[src/rtl/updown_counter.sv]
// rtl/updown_counter.sv - up/down modulo counter with load, prescaler, wrap-or-saturate and tc/wrap status
module updown_counter #(
    parameter int WIDTH     = 5,
    parameter int MAX_VAL   = 31,
    parameter int RESET_VAL = MAX_VAL,
    parameter int PRESCALE  = 1,
    parameter int SATURATE  = 0
) (
    input  logic             clk,
    input  logic             reset,
    input  logic             en,
    input  logic             up_dn,
    input  logic             load,
    input  logic [WIDTH-1:0] load_val,
    output logic [WIDTH-1:0] out,
    output logic             tc,
    output logic             wrap
);

    localparam int               PW       = (PRESCALE > 1) ? $clog2(PRESCALE) : 1;
    localparam logic [WIDTH-1:0] MAX_W    = WIDTH'(MAX_VAL);
    localparam logic [WIDTH-1:0] RESET_W  = WIDTH'(RESET_VAL);
    localparam logic [PW-1:0]    PRE_LAST = PW'(PRESCALE - 1);
    localparam bit               SAT      = (SATURATE != 0);

    generate
        if (MAX_VAL < 0 || MAX_VAL > (2 ** WIDTH) - 1) begin : g_bad_max
            $error("updown_counter: MAX_VAL out of range for WIDTH");
        end
        if (RESET_VAL < 0 || RESET_VAL > MAX_VAL) begin : g_bad_reset
            $error("updown_counter: RESET_VAL must be within 0..MAX_VAL");
        end
        if (PRESCALE < 1) begin : g_bad_pre
            $error("updown_counter: PRESCALE must be at least 1");
        end
    endgenerate

    logic [WIDTH-1:0] cnt_q, cnt_d;
    logic [PW-1:0]    pre_q, pre_d;
    logic             wrap_q, wrap_d;
    logic             step;
    logic             at_bound;

    // Boundary depends on the live direction, so tc follows up_dn with no latency.
    assign at_bound = up_dn ? (cnt_q == MAX_W) : (cnt_q == '0);
    assign step     = en && (pre_q == PRE_LAST);

    always_comb begin
        cnt_d  = cnt_q;
        pre_d  = pre_q;
        wrap_d = 1'b0;
        if (load) begin
            cnt_d = (load_val > MAX_W) ? MAX_W : load_val;
            pre_d = '0;
        end else if (step) begin
            pre_d  = '0;
            wrap_d = at_bound;
            if (at_bound) begin
                if (!SAT) begin
                    cnt_d = up_dn ? '0 : MAX_W;
                end
            end else begin
                cnt_d = up_dn ? cnt_q + 1'b1 : cnt_q - 1'b1;
            end
        end else if (en) begin
            pre_d = pre_q + 1'b1;
        end
    end

    always_ff @(posedge clk or posedge reset) begin
        if (reset) begin
            cnt_q  <= RESET_W;
            pre_q  <= '0;
            wrap_q <= 1'b0;
        end else begin
            cnt_q  <= cnt_d;
            pre_q  <= pre_d;
            wrap_q <= wrap_d;
        end
    end

    assign out  = cnt_q;
    assign tc   = at_bound;
    assign wrap = wrap_q;

endmodule

[config.mk]
export PLATFORM = sky130hd
export DESIGN_NAME = updown_counter
export DESIGN_NICKNAME = d
export VERILOG_FILES = /design/src/rtl/updown_counter.sv
export SDC_FILE = /design/constraint.sdc
export NUM_CORES = 1
export LEC_CHECK = 0
export ABC_AREA = 1
export BUFFER_PORTS_ARGS = -buffer_cell sky130_fd_sc_hd__buf_2
export CAP_MARGIN = 20
export CORE_AREA = 2 2 39 41
export CTS_BUF_LIST = sky130_fd_sc_hd__clkbuf_2 sky130_fd_sc_hd__clkbuf_4 sky130_fd_sc_hd__clkbuf_8
export DETAILED_ROUTE_END_ITERATION = 16
export DIE_AREA = 0 0 41 43
export PLACE_DENSITY_LB_ADDON = 0.12
export SLEW_MARGIN = 20
export SYNTH_ARGS = -nofsm -noshare
export SYNTH_HDL_FRONTEND = slang
export SYNTH_SLANG_ARGS = --single-unit
[constraint.sdc]
create_clock -name clk -period 4.3 [get_ports clk]
set_input_delay 0.86 -clock clk [delete_from_list [all_inputs] [get_ports clk]]
set_output_delay 0.86 -clock clk [all_outputs]
set_load 0.05 [all_outputs]
Word level (Yosys, flattened, before mapping):

Cells that the tools add are included.

* register bits after elaboration: 7
* bits of input ports: 10
* output and inout port bits: 7
* word-level logic and storage cells: 25

* $add $sub $neg: 3
* $lt $le $gt $ge: 1
* equality and inequality tests: 1
* multiplexer cells: 12
* bitwise operators: 1
* reduce and logical (&&, ||, !) cells: 4

Operators by type and width (number)
* 5-bit 2-to-1 mux: 6
* 1-bit 2-to-1 mux: 6
* 5-bit by 1-bit adder with 5-bit output, second input constant: 1
* 5-bit == test, second input constant: 1
* 5-bit greater-than comparator, second input constant: 1
* 5-bit logical NOT: 1
* 5-bit by 1-bit subtractor with 5-bit output, second input constant: 1
* 3-bit nonzero test: 1
* 2-bit nonzero test: 1
* 1-bit adder, second input constant: 1
* 1-bit logical AND: 1
* 1-bit inverter: 1

Depth between registers and ports, before layout:

Gate-level depths: netlist of the first run.

* word-level depth: 5
* gate-level depth with buffers: 12

Worst setup path before layout of the first run:

Ideal clock, no wire load.

* path type: in2out
* from: input up_dn
* to: output tc
* data arrival time: 1.472 ns
* data required time: 3.440 ns
* setup slack: 1.968 ns
* stages on the path: 5
* path buffers: 0
* cells stage by stage: inv_2 nand3_1 nand2_2 nand2_4 inv_1

* cells in the longest elaborated chain, start to end: 1

Ends and longest elaborated chain
* start, declared: RTL line 12 `input logic up_dn,`
* 1-bit 2-to-1 mux: RTL line 45 `assign at_bound = up_dn ? (cnt_q == MAX_W) : (cnt_q == '0);`
* end, declared: RTL line 16 `output logic tc,`

No other way between the ends.

Worst setup path in the final report of the first run:

Ends and elaborated chain as after synthesis.

==> impl_metrics.yaml, run 1 <==
critical_path:
  cp_cell_sequence: "buf_2 > inv_2 > nand3_1 > nand2_2 > nand2_4 > inv_1 > buf_2"
  critical-path-slowest-cell: "sky130_fd_sc_hd__buf_2"
  critical-path-max-stage-delay_ns: 0.25
  setup.reg_to_reg.worst_slack_ns: 2.63
  critPathMostFrequentCell: "sky130_fd_sc_hd__buf_2"
  critical_path_peak_fanout: 6
  timing.critical_path.arrival_ns: 1.64
  endpoint_kind: "output pin"
  start_kind: "primary input"
  rr_worst_depth: 12
  crit_type: "in -> out"
  cp_data_required_time_ns: 3.44
floorplan:
  die_width_um: 41
  core_area_mm2: 0.00138
  die_area_mm2: 0.00176
  die_h_um: 43
  initial_utilization_pct: 44.0
  count_of_boundary_i_o_pins: 17
  placement_rows: 14
sta:
  drv_slew: 0
  finalCritPeriodShare_pct: 58.1
  finalSetupTns_ns: 0
  setup_viol: 0
  clock-skew-final_ns: 0.00126
  rsz0062_at_grt: "false"
  slew_headroom_pct: 82.4
  period_minus_slack_ns: 2.50
  worstMarginPinSlew_ns: 0.263
  fmaxAchievable_ghz: 0.401
  hold_viol_final: 0
synthesis:
  synthesis.nets: 105
  synth_warnings: 0
  ys_top_cells_by_area: "sky130_fd_sc_hd__nand2_1 (23%), sky130_fd_sc_hd__dfstp_2 (22%), sky130_fd_sc_hd__dfrtp_1 (8.2%)"
  synth_sequential_area_ratio_pct: 29.8
  syn_area_um2: 609
  netlist.top_cell.by_area: "sky130_fd_sc_hd__nand2_1"
  postSynthAreaPerCell_um2: 6.70
  cell_count_after_synthesis: 91
  synth_cell_types: 22
  synth.ff_latch_count: 7
  synth_top_area_share_pct: 22.8
detailed_routing:
  first_iter_violations: 4
  wire_per_inst_um: 9.18
  vias: 584
  routed_wirelength_um: 1160
  detail_route.drc_violations: 0
  route.antenna.remaining_nets: 0
  viasPerCell: 4.63
  dr_pass1_iterations: 4
global_routing:
  via_count_of_the_first_global_routing_pass: 509
  wire_length_of_the_first_global_routing_pass_um: 2030
  total_track_usage_pct: 17.0
  met1_usage_pct: 22.1
  grt_max_degree: 11
  grt_busiest_layer: "met2"
  gr-total-overflow: 0
  groute.layer.met2.usage_pct: 25.9
  gr_met3_demand_resource_pct: 3.14
  grt_antenna_before_repair: 0
cts:
  clock_sinks: 7
  cts_hold_buffers: 0
  cts_buffers: 3
  cts_tree: "built"
  cts_max_level: 1
  cts_repair_resize_count: 0
  clock_path_buffers: 2
  post_cts_setup_driven_buffer_insertion_count: 0
  clk_pin_slew_worst_paths_ns: 0.05
  cts_root_buf: "sky130_fd_sc_hd__clkbuf_4"
  clock_latency_ns: 0.24
final_layout:
  final_layout_size_suffix_gt1_share_pct: 30.9
  multi_input_comb_area_um2: 360
  register_area_um2: 181
  area_delta_synth_final_pct: 19.5
  design.final.nets: 125
  fillCellCount: 145
  insertedDiodeCount: 0
flow_run:
  maxCapViolations: 0
hold_path:
  timing.hold.worst_path_depth: 2
  holdCritPathClass: "reg -> reg"
pwr:
  total_power_uw: 316
  power.static_leakage_uw: 0.000433
  vdd.ir_drop.worst_uv: 231
  power-per-cell-area_mw_per_mm2: 434
outcome:
  status: "complete, no violations"
placement:
  buffer_ports.inserted: 16
  routabilityCongestion: 0.733
  place_hpwl_um: 982
-- Yosys cell counts --
cell                       number
sky130_fd_sc_hd__or2_1          2
sky130_fd_sc_hd__nand2_1       37
sky130_fd_sc_hd__buf_6          1
sky130_fd_sc_hd__a21oi_4        1
sky130_fd_sc_hd__clkinv_1       1
sky130_fd_sc_hd__nand2_4        1
sky130_fd_sc_hd__nand3b_1       1
sky130_fd_sc_hd__inv_2          2
sky130_fd_sc_hd__nand3_1        3
sky130_fd_sc_hd__fa_1           1
sky130_fd_sc_hd__ha_1           3
sky130_fd_sc_hd__nor2_2         2
sky130_fd_sc_hd__nand2_2        2
sky130_fd_sc_hd__o21ai_0        1
sky130_fd_sc_hd__nor2_1         6
sky130_fd_sc_hd__inv_1         12
sky130_fd_sc_hd__nor3_1         1
sky130_fd_sc_hd__xnor2_1        1
sky130_fd_sc_hd__dfstp_2        5
sky130_fd_sc_hd__nor3_2         1
sky130_fd_sc_hd__a21oi_1        5
sky130_fd_sc_hd__dfrtp_1        2
-- cells in the final DEF, fill, tap and decap left out, drive strengths merged --
master and n:
ha 3, nand2 40, nand3 3, clkinv 1, xnor2 1, or2 2
fa 1, dfrtp 2, buf 16, a21oi 6, clkbuf 4, nand3b 1
dfstp 5, nor2 8, o21ai 1, nor3 2, inv 14
-- layer usage --
layer | up-vias | part of all wire (%)
met5 | - | 0
met2 | 8 | 50
met4 | 0 | 0
met1 | 260 | 48
li1 | 316 | -
met3 | 0 | 2.1
-- layout make-up --
| type | instances | share of cell area (%) |
|---|---|---|
| clock buffers | 4 | 4.12 |
| inverters | 15 | 7.73 |
| multi-input cells | 68 | 49.5 |
| flip-flops and latches | 7 | 24.9 |
| well taps | 16 | 2.75 |
| repair buffers | 16 | 11.0 |
-- kinds of logic after synthesis --
group	after synthesis	share of synthesized area, %
AO/OA/AOI/OAI	7	7.60
XOR/XNOR	1	1.44
adder cells (fa/ha/maj)	4	9.45
buffers and inverters	16	11.1
flip-flops	7	29.8
AND/OR/NAND/NOR	56	40.7
-- through the flow --
step	area [um^2]	utilization (%)	std cells	hold WS [ns]	setup WS (ns)
after floorplan	609	-	91	0.521	1.97
after global placement	698	50.5	122	0.497	1.81
after detailed placement	698	50.5	122	0.499	1.80
after CTS	728	52.6	126	0.506	1.80
after global routing	728	52.6	126	0.513	1.74
final	728	52.6	126	0.502	1.80
-- worst paths after layout --
kind,from,to
min in group asynchronous,reset,pre_q
max,up_dn,tc
max in group asynchronous,reset,out[2]
min,out[3],out[3]
min reg2reg,out[3],out[3]
max reg2reg,out[0],out[4]
-- state kept, by name, indices dropped and copies added (netlist names) --
name and flops:
out 5, pre_q 1, wrap 1
-- power breakdown --
group	internal [uW]	switching (uW)
clock	41.5	21.7
sequential	83.9	15.4
combinational	50.6	103
-- critical path, delay by kind of cell --
family	cells	cell delay [ns]
buffers and inverters	4	0.53
and+or+nand+nor	3	0.24
No activity file was read; power rests on OpenSTA's default activity.
==> inputs of run 2 (changes only) <==
--- a/config.mk
+++ b/config.mk
@@ -8,10 +8,9 @@
 export ABC_AREA = 1
 export BUFFER_PORTS_ARGS = -buffer_cell sky130_fd_sc_hd__buf_2
 export CAP_MARGIN = 20
-export CORE_AREA = 2 2 39 41
+export CORE_UTILIZATION = 47
 export CTS_BUF_LIST = sky130_fd_sc_hd__clkbuf_2 sky130_fd_sc_hd__clkbuf_4 sky130_fd_sc_hd__clkbuf_8
 export DETAILED_ROUTE_END_ITERATION = 16
-export DIE_AREA = 0 0 41 43
 export PLACE_DENSITY_LB_ADDON = 0.12
 export SLEW_MARGIN = 20
 export SYNTH_ARGS = -nofsm -noshare
==> constraint.sdc (replaced) <==
create_clock -name clk -period 2.17 [get_ports clk]
set_input_delay 0.434 -clock clk [delete_from_list [all_inputs] [get_ports clk]]
set_output_delay 0.434 -clock clk [all_outputs]
set_load 0.05 [all_outputs]
==> impl_metrics.yaml, run 2 (synthesized netlist as in run 1, its figures left out) <==
detailed_routing:
  dr_pass1_iterations: 4
  route.antenna.remaining_nets: 0
  vias: 614
  first_iter_violations: 9
  viasPerCell: 4.95
  wire_per_inst_um: 10.5
  detail_route.drc_violations: 0
  routed_wirelength_um: 1300
placement:
  place_hpwl_um: 1050
  buffer_ports.inserted: 16
  routabilityCongestion: 0.768
floorplan:
  die_area_mm2: 0.00144
  core_area_mm2: 0.00116
  die_h_um: 38.0
  initial_utilization_pct: 52.7
  die_width_um: 38.0
  count_of_boundary_i_o_pins: 17
  placement_rows: 12
pwr:
  vdd.ir_drop.worst_uv: 431
  power.share.switching_pct: 45.4
  pwr-share-comb_pct: 48.1
  p_int_uw: 349
  power.static_leakage_uw: 0.000433
  clkPwrFrac_pct: 21.0
  p_sw_uw: 290
  power-per-cell-area_mw_per_mm2: 881
  sequential_cell_fraction_of_total_power_pct: 30.9
sta:
  fmaxAchievable_ghz: 0.514
  clock-skew-final_ns: 0.00810
  slew_headroom_pct: 82.4
  period_minus_slack_ns: 1.95
  setup_viol: 0
  worstMarginPinSlew_ns: 0.264
  finalCritPeriodShare_pct: 89.7
  hold_viol_final: 0
  drv_slew: 0
  rsz0062_at_grt: "false"
  finalSetupTns_ns: 0
critical_path:
  start_kind: "register"
  crit_type: "reg -> out"
  critical-path-slowest-cell: "sky130_fd_sc_hd__dfstp_2"
  endpoint_kind: "output pin"
  cp_cell_sequence: "inv_2 > nor2_2 > nand2_1 > nand2_2 > nand2_4 > inv_1 > buf_2"
  timing.critical_path.arrival_ns: 1.51
  cp_data_required_time_ns: 1.74
  critical-path-max-stage-delay_ns: 0.59
  critical_path_peak_fanout: 6
final_layout:
  area_delta_synth_final_pct: 19.1
  layout_commonest_cell: "sky130_fd_sc_hd__nand2_1"
  largest_register_ffs: 5
  register_area_um2: 181
  final_core_utilization_pct: 62.8
  design.final.nets: 125
  insertedDiodeCount: 0
  fillCellCount: 122
  multi_input_comb_area_um2: 360
  commonest_cells_after_routing_fill_and_taps_aside: "sky130_fd_sc_hd__nand2_1 (37), sky130_fd_sc_hd__buf_2 (16), sky130_fd_sc_hd__inv_1 (12), sky130_fd_sc_hd__nor2_1 (6)"
  final_layout_size_suffix_gt1_share_pct: 30.9
cts:
  clock_sinks: 7
  clock_path_buffers: 2
  clock_latency_ns: 0.26
  cts_hold_buffers: 0
  cts_max_level: 1
  post_cts_setup_driven_buffer_insertion_count: 0
  cts_root_buf: "sky130_fd_sc_hd__clkbuf_4"
  clk_pin_slew_worst_paths_ns: 0.06
  cts_buffers: 3
  cts_tree: "built"
  cts_repair_resize_count: 0
flow_run:
  maxCapViolations: 0
hold_path:
  holdCritPathClass: "in -> async"
global_routing:
  grt_max_degree: 11
  wire_length_of_the_first_global_routing_pass_um: 2210
  grt_antenna_before_repair: 0
  total_track_usage_pct: 23.0
  via_count_of_the_first_global_routing_pass: 525
  gr-total-overflow: 0
outcome:
  status: "complete, no violations"
==> run 2: cell counts in the layout (fill, tap and decap cells not counted) <==
No cell type changed its count.
==> run 2: area by class of cell <==
cell class	instances	area share, %
multi-input cells	68	49.7
flip-flops and latches	7	25.0
repair buffers	16	11.0
inverters	15	7.76
clock buffers	4	4.14
well taps	14	2.41
==> run 2: worst paths after layout <==
check	end	startpoint	slack [ns]	cells after the start
worst max-delay path	tc	out[0]	0.22	7
worst min-delay path	wrap	reset	0.10	2
worst max register to register	out[4]	out[0]	0.48	12
worst min register to register	out[3]	out[3]	0.51	2
max in group asynchronous	out[2]	reset	1.80	2
min in group clk	pre_q	en	0.40	2
==> run 2: power groups by stage <==
stage | combinational, uW | clock, uW | sequential (uW)
finish | 307 | 134 | 198
global route | 342 | 144 | 202
CTS | 310 | 136 | 198
detailed placement | 308 | 0 | 200
global placement | 300 | 0 | 199
floorplan | 174 | 0 | 265
==> run 2: worst max-delay path: cells and delay by family, from the launching register on <==
kind	cells	cell delay (ns)
buffers and inverters	3	0.36
and+or+nand+nor	4	0.31
DFF	1	0.59
==> run 2: metal layers <==
metal,track usage [%],wire length (um)
met1,25.2,588
met2,40.1,629
met3,8.72,60
met4,8.04,19
met5,0,0
==> run 2: per-stage QoR <==
stage / instances / worst slack, ns / power (uW) / hold WS [ns] / cell area (um^2)
floorplan: 91 / 0.337 / 439 / 0.234 / 609
global placement: 120 / 0.496 / 499 / 0.362 / 696
detailed placement: 120 / 0.495 / 507 / 0.378 / 696
CTS: 124 / 0.210 / 644 / 0.109 / 726
global route: 124 / 0.154 / 688 / 0.123 / 726
finish: 124 / 0.223 / 639 / 0.103 / 726
==> inputs of run 3 (changes only) <==
--- a/config.mk
+++ b/config.mk
@@ -9,7 +9,7 @@
 export BUFFER_PORTS_ARGS = -buffer_cell sky130_fd_sc_hd__buf_2
 export CAP_MARGIN = 20
 export CORE_UTILIZATION = 47
-export CTS_BUF_LIST = sky130_fd_sc_hd__clkbuf_2 sky130_fd_sc_hd__clkbuf_4 sky130_fd_sc_hd__clkbuf_8
+export CTS_BUF_LIST = sky130_fd_sc_hd__clkbuf_8
 export DETAILED_ROUTE_END_ITERATION = 16
 export PLACE_DENSITY_LB_ADDON = 0.12
 export SLEW_MARGIN = 20
==> impl_metrics.yaml, run 3 (synthesized netlist as in run 1, its figures left out) <==
pwr:
  power-per-cell-area_mw_per_mm2: 929
  clkPwrFrac_pct: 26.3
  p_int_uw: 390
  vdd.ir_drop.worst_uv: 512
  pwr-share-comb_pct: 44.9
  power.share.switching_pct: 43.4
  p_sw_uw: 298
  total_power_uw: 688
  power.static_leakage_uw: 0.000442
  sequential_cell_fraction_of_total_power_pct: 28.9
critical_path:
  cp_num_cells: 7
  endpoint_kind: "output pin"
  start_kind: "register"
  timing.critical_path.arrival_ns: 1.48
  crit_type: "reg -> out"
  regToRegStartpoint: "out[0]"
  critical-path-slowest-cell: "sky130_fd_sc_hd__dfstp_2"
  cpLargestDelayFamily: "flip-flops"
  setup.reg_to_reg.worst_slack_ns: 0.48
  timing.critical_path.to: "tc"
  cp_data_required_time_ns: 1.74
  startpoint: "out[0]"
  critical-path-max-stage-delay_ns: 0.58
  rr_worst_depth: 12
  endpoint_of_the_worst_slack_reg_to_reg_timing_path: "out[4]"
  timing.critical_path.buf_inv: 3
  cp_cell_sequence: "inv_2 > nor2_2 > nand2_1 > nand2_2 > nand2_4 > inv_1 > buf_2"
  critical_path_peak_fanout: 6
sta:
  clock-skew-final_ns: 0.00216
  finalSetupTns_ns: 0
  fmaxAchievable_ghz: 0.522
  drv_slew: 0
  period_minus_slack_ns: 1.92
  worstMarginPinSlew_ns: 0.268
  rsz0062_at_grt: "false"
  finalWorstSetupSlack_ns: 0.254
  hold_viol_final: 0
  setup_viol: 0
  slew_headroom_pct: 82.1
  finalCritPeriodShare_pct: 88.3
floorplan:
  die_h_um: 38.0
  placement_rows: 12
  die_area_mm2: 0.00144
  core_area_mm2: 0.00116
  count_of_boundary_i_o_pins: 17
  initial_utilization_pct: 52.7
  die_width_um: 38.0
placement:
  buffer_ports.inserted: 16
  place_hpwl_um: 1050
  placedInstanceArea_um2: 696
  placed_cells: 120
  placement.setup.worst_slack_ns: 0.495
  routabilityCongestion: 0.768
cts:
  cts_root_buf: "sky130_fd_sc_hd__clkbuf_8"
  cts_max_level: 1
  clk_pin_slew_worst_paths_ns: 0.04
  clock_latency_ns: 0.23
  cts_tree: "built"
  cts_repair_resize_count: 0
  cts_buffers: 3
  clock_path_buffers: 2
  clock_sinks: 7
  cts_hold_buffers: 0
  post_cts_setup_driven_buffer_insertion_count: 0
final_layout:
  postLayoutCellArea_um2: 741
  insertedDiodeCount: 0
  commonest_cells_after_routing_fill_and_taps_aside: "sky130_fd_sc_hd__nand2_1 (37), sky130_fd_sc_hd__buf_2 (16), sky130_fd_sc_hd__inv_1 (13), sky130_fd_sc_hd__nor2_1 (6)"
  final_layout_size_suffix_gt1_share_pct: 30.0
  area_delta_synth_final_pct: 21.6
  largest_register_ffs: 5
  post_layout_instance_count_excluding_filler_cells: 124
  layout_commonest_cell: "sky130_fd_sc_hd__nand2_1"
  design.final.nets: 125
detailed_routing:
  dr_pass1_iterations: 4
  routed_wirelength_um: 1350
  m1WireLength_um: 600
  detail_route.drc_violations: 0
  met2RoutedLength_um: 659
  topRoutingLayerUsed: "met4"
  first_iter_violations: 7
  wire_per_inst_um: 10.9
  wl_met3_um: 66
  vias: 610
  route.antenna.remaining_nets: 0
  viasPerCell: 4.92
global_routing:
  grt_antenna_before_repair: 0
  total_track_usage_pct: 23.7
  wire_length_of_the_first_global_routing_pass_um: 2220
  gr-total-overflow: 0
  grt_max_degree: 11
  via_count_of_the_first_global_routing_pass: 533
outcome:
  status: "complete, no violations"
flow_run:
  maxCapViolations: 0
hold_path:
  holdCritPathClass: "in -> async"
-- run 3: per-stage QoR --
stage	hold WS, ns	utilization, %
6_report	0.131	64.1
5_1_grt	0.154	64.1
3_3_place_gp	0.362	60.2
4_1_cts	0.139	64.1
3_5_place_dp	0.378	60.2
2_1_floorplan	0.234	-
-- run 3: power groups by stage --
stage	clock, uW	combinational [uW]	sequential, uW
CTS	183	313	198
detailed placement	0	308	200
global placement	0	300	199
floorplan	0	174	265
finish	181	309	199
global route	195	342	202
-- run 3: worst register-to-register path, stage by stage, from the launching register on --
cell and delay, ns:
sky130_fd_sc_hd__dfstp_2 0.58, sky130_fd_sc_hd__inv_2 0.07, sky130_fd_sc_hd__fa_1 0.45, sky130_fd_sc_hd__inv_1 0.08, sky130_fd_sc_hd__nand2_1 0.04, sky130_fd_sc_hd__nand2_1 0.07
sky130_fd_sc_hd__nand2_1 0.05, sky130_fd_sc_hd__nand2_1 0.05, sky130_fd_sc_hd__nand2_1 0.04, sky130_fd_sc_hd__nand2_1 0.05, sky130_fd_sc_hd__nand2_1 0.05, sky130_fd_sc_hd__nand2_1 0.05
sky130_fd_sc_hd__nand2_1 0.05
-- run 3: how the worst min path moves through the flow --
stage,from,to,slack [ns],cells past startpoint
2_1_floorplan,reset,pre_q,0.23,1
3_3_place_gp,reset,wrap,0.36,2
3_5_place_dp,reset,wrap,0.38,2
4_1_cts,reset,wrap,0.14,2
5_1_grt,reset,pre_q,0.15,2
6_report,reset,wrap,0.13,2
-- run 3: final cells by class --
cell class                      count  area, um^2
Tap cell                           14        17.5
Sequential cell                     7         181
Multi-Input combinational cell     68         360
Fill cell                         124         415
Clock buffer                        3        41.3
Clock inverter                      1        3.75
Inverter                           15        56.3
Timing Repair Buffer               16        80.1
-- run 3: layer usage --
metal	vias up	GRT usage (%)
li1	313	-
met1	273	24.8
met2	19	41.8
met3	5	8.72
met4	0	10.7
met5	-	0
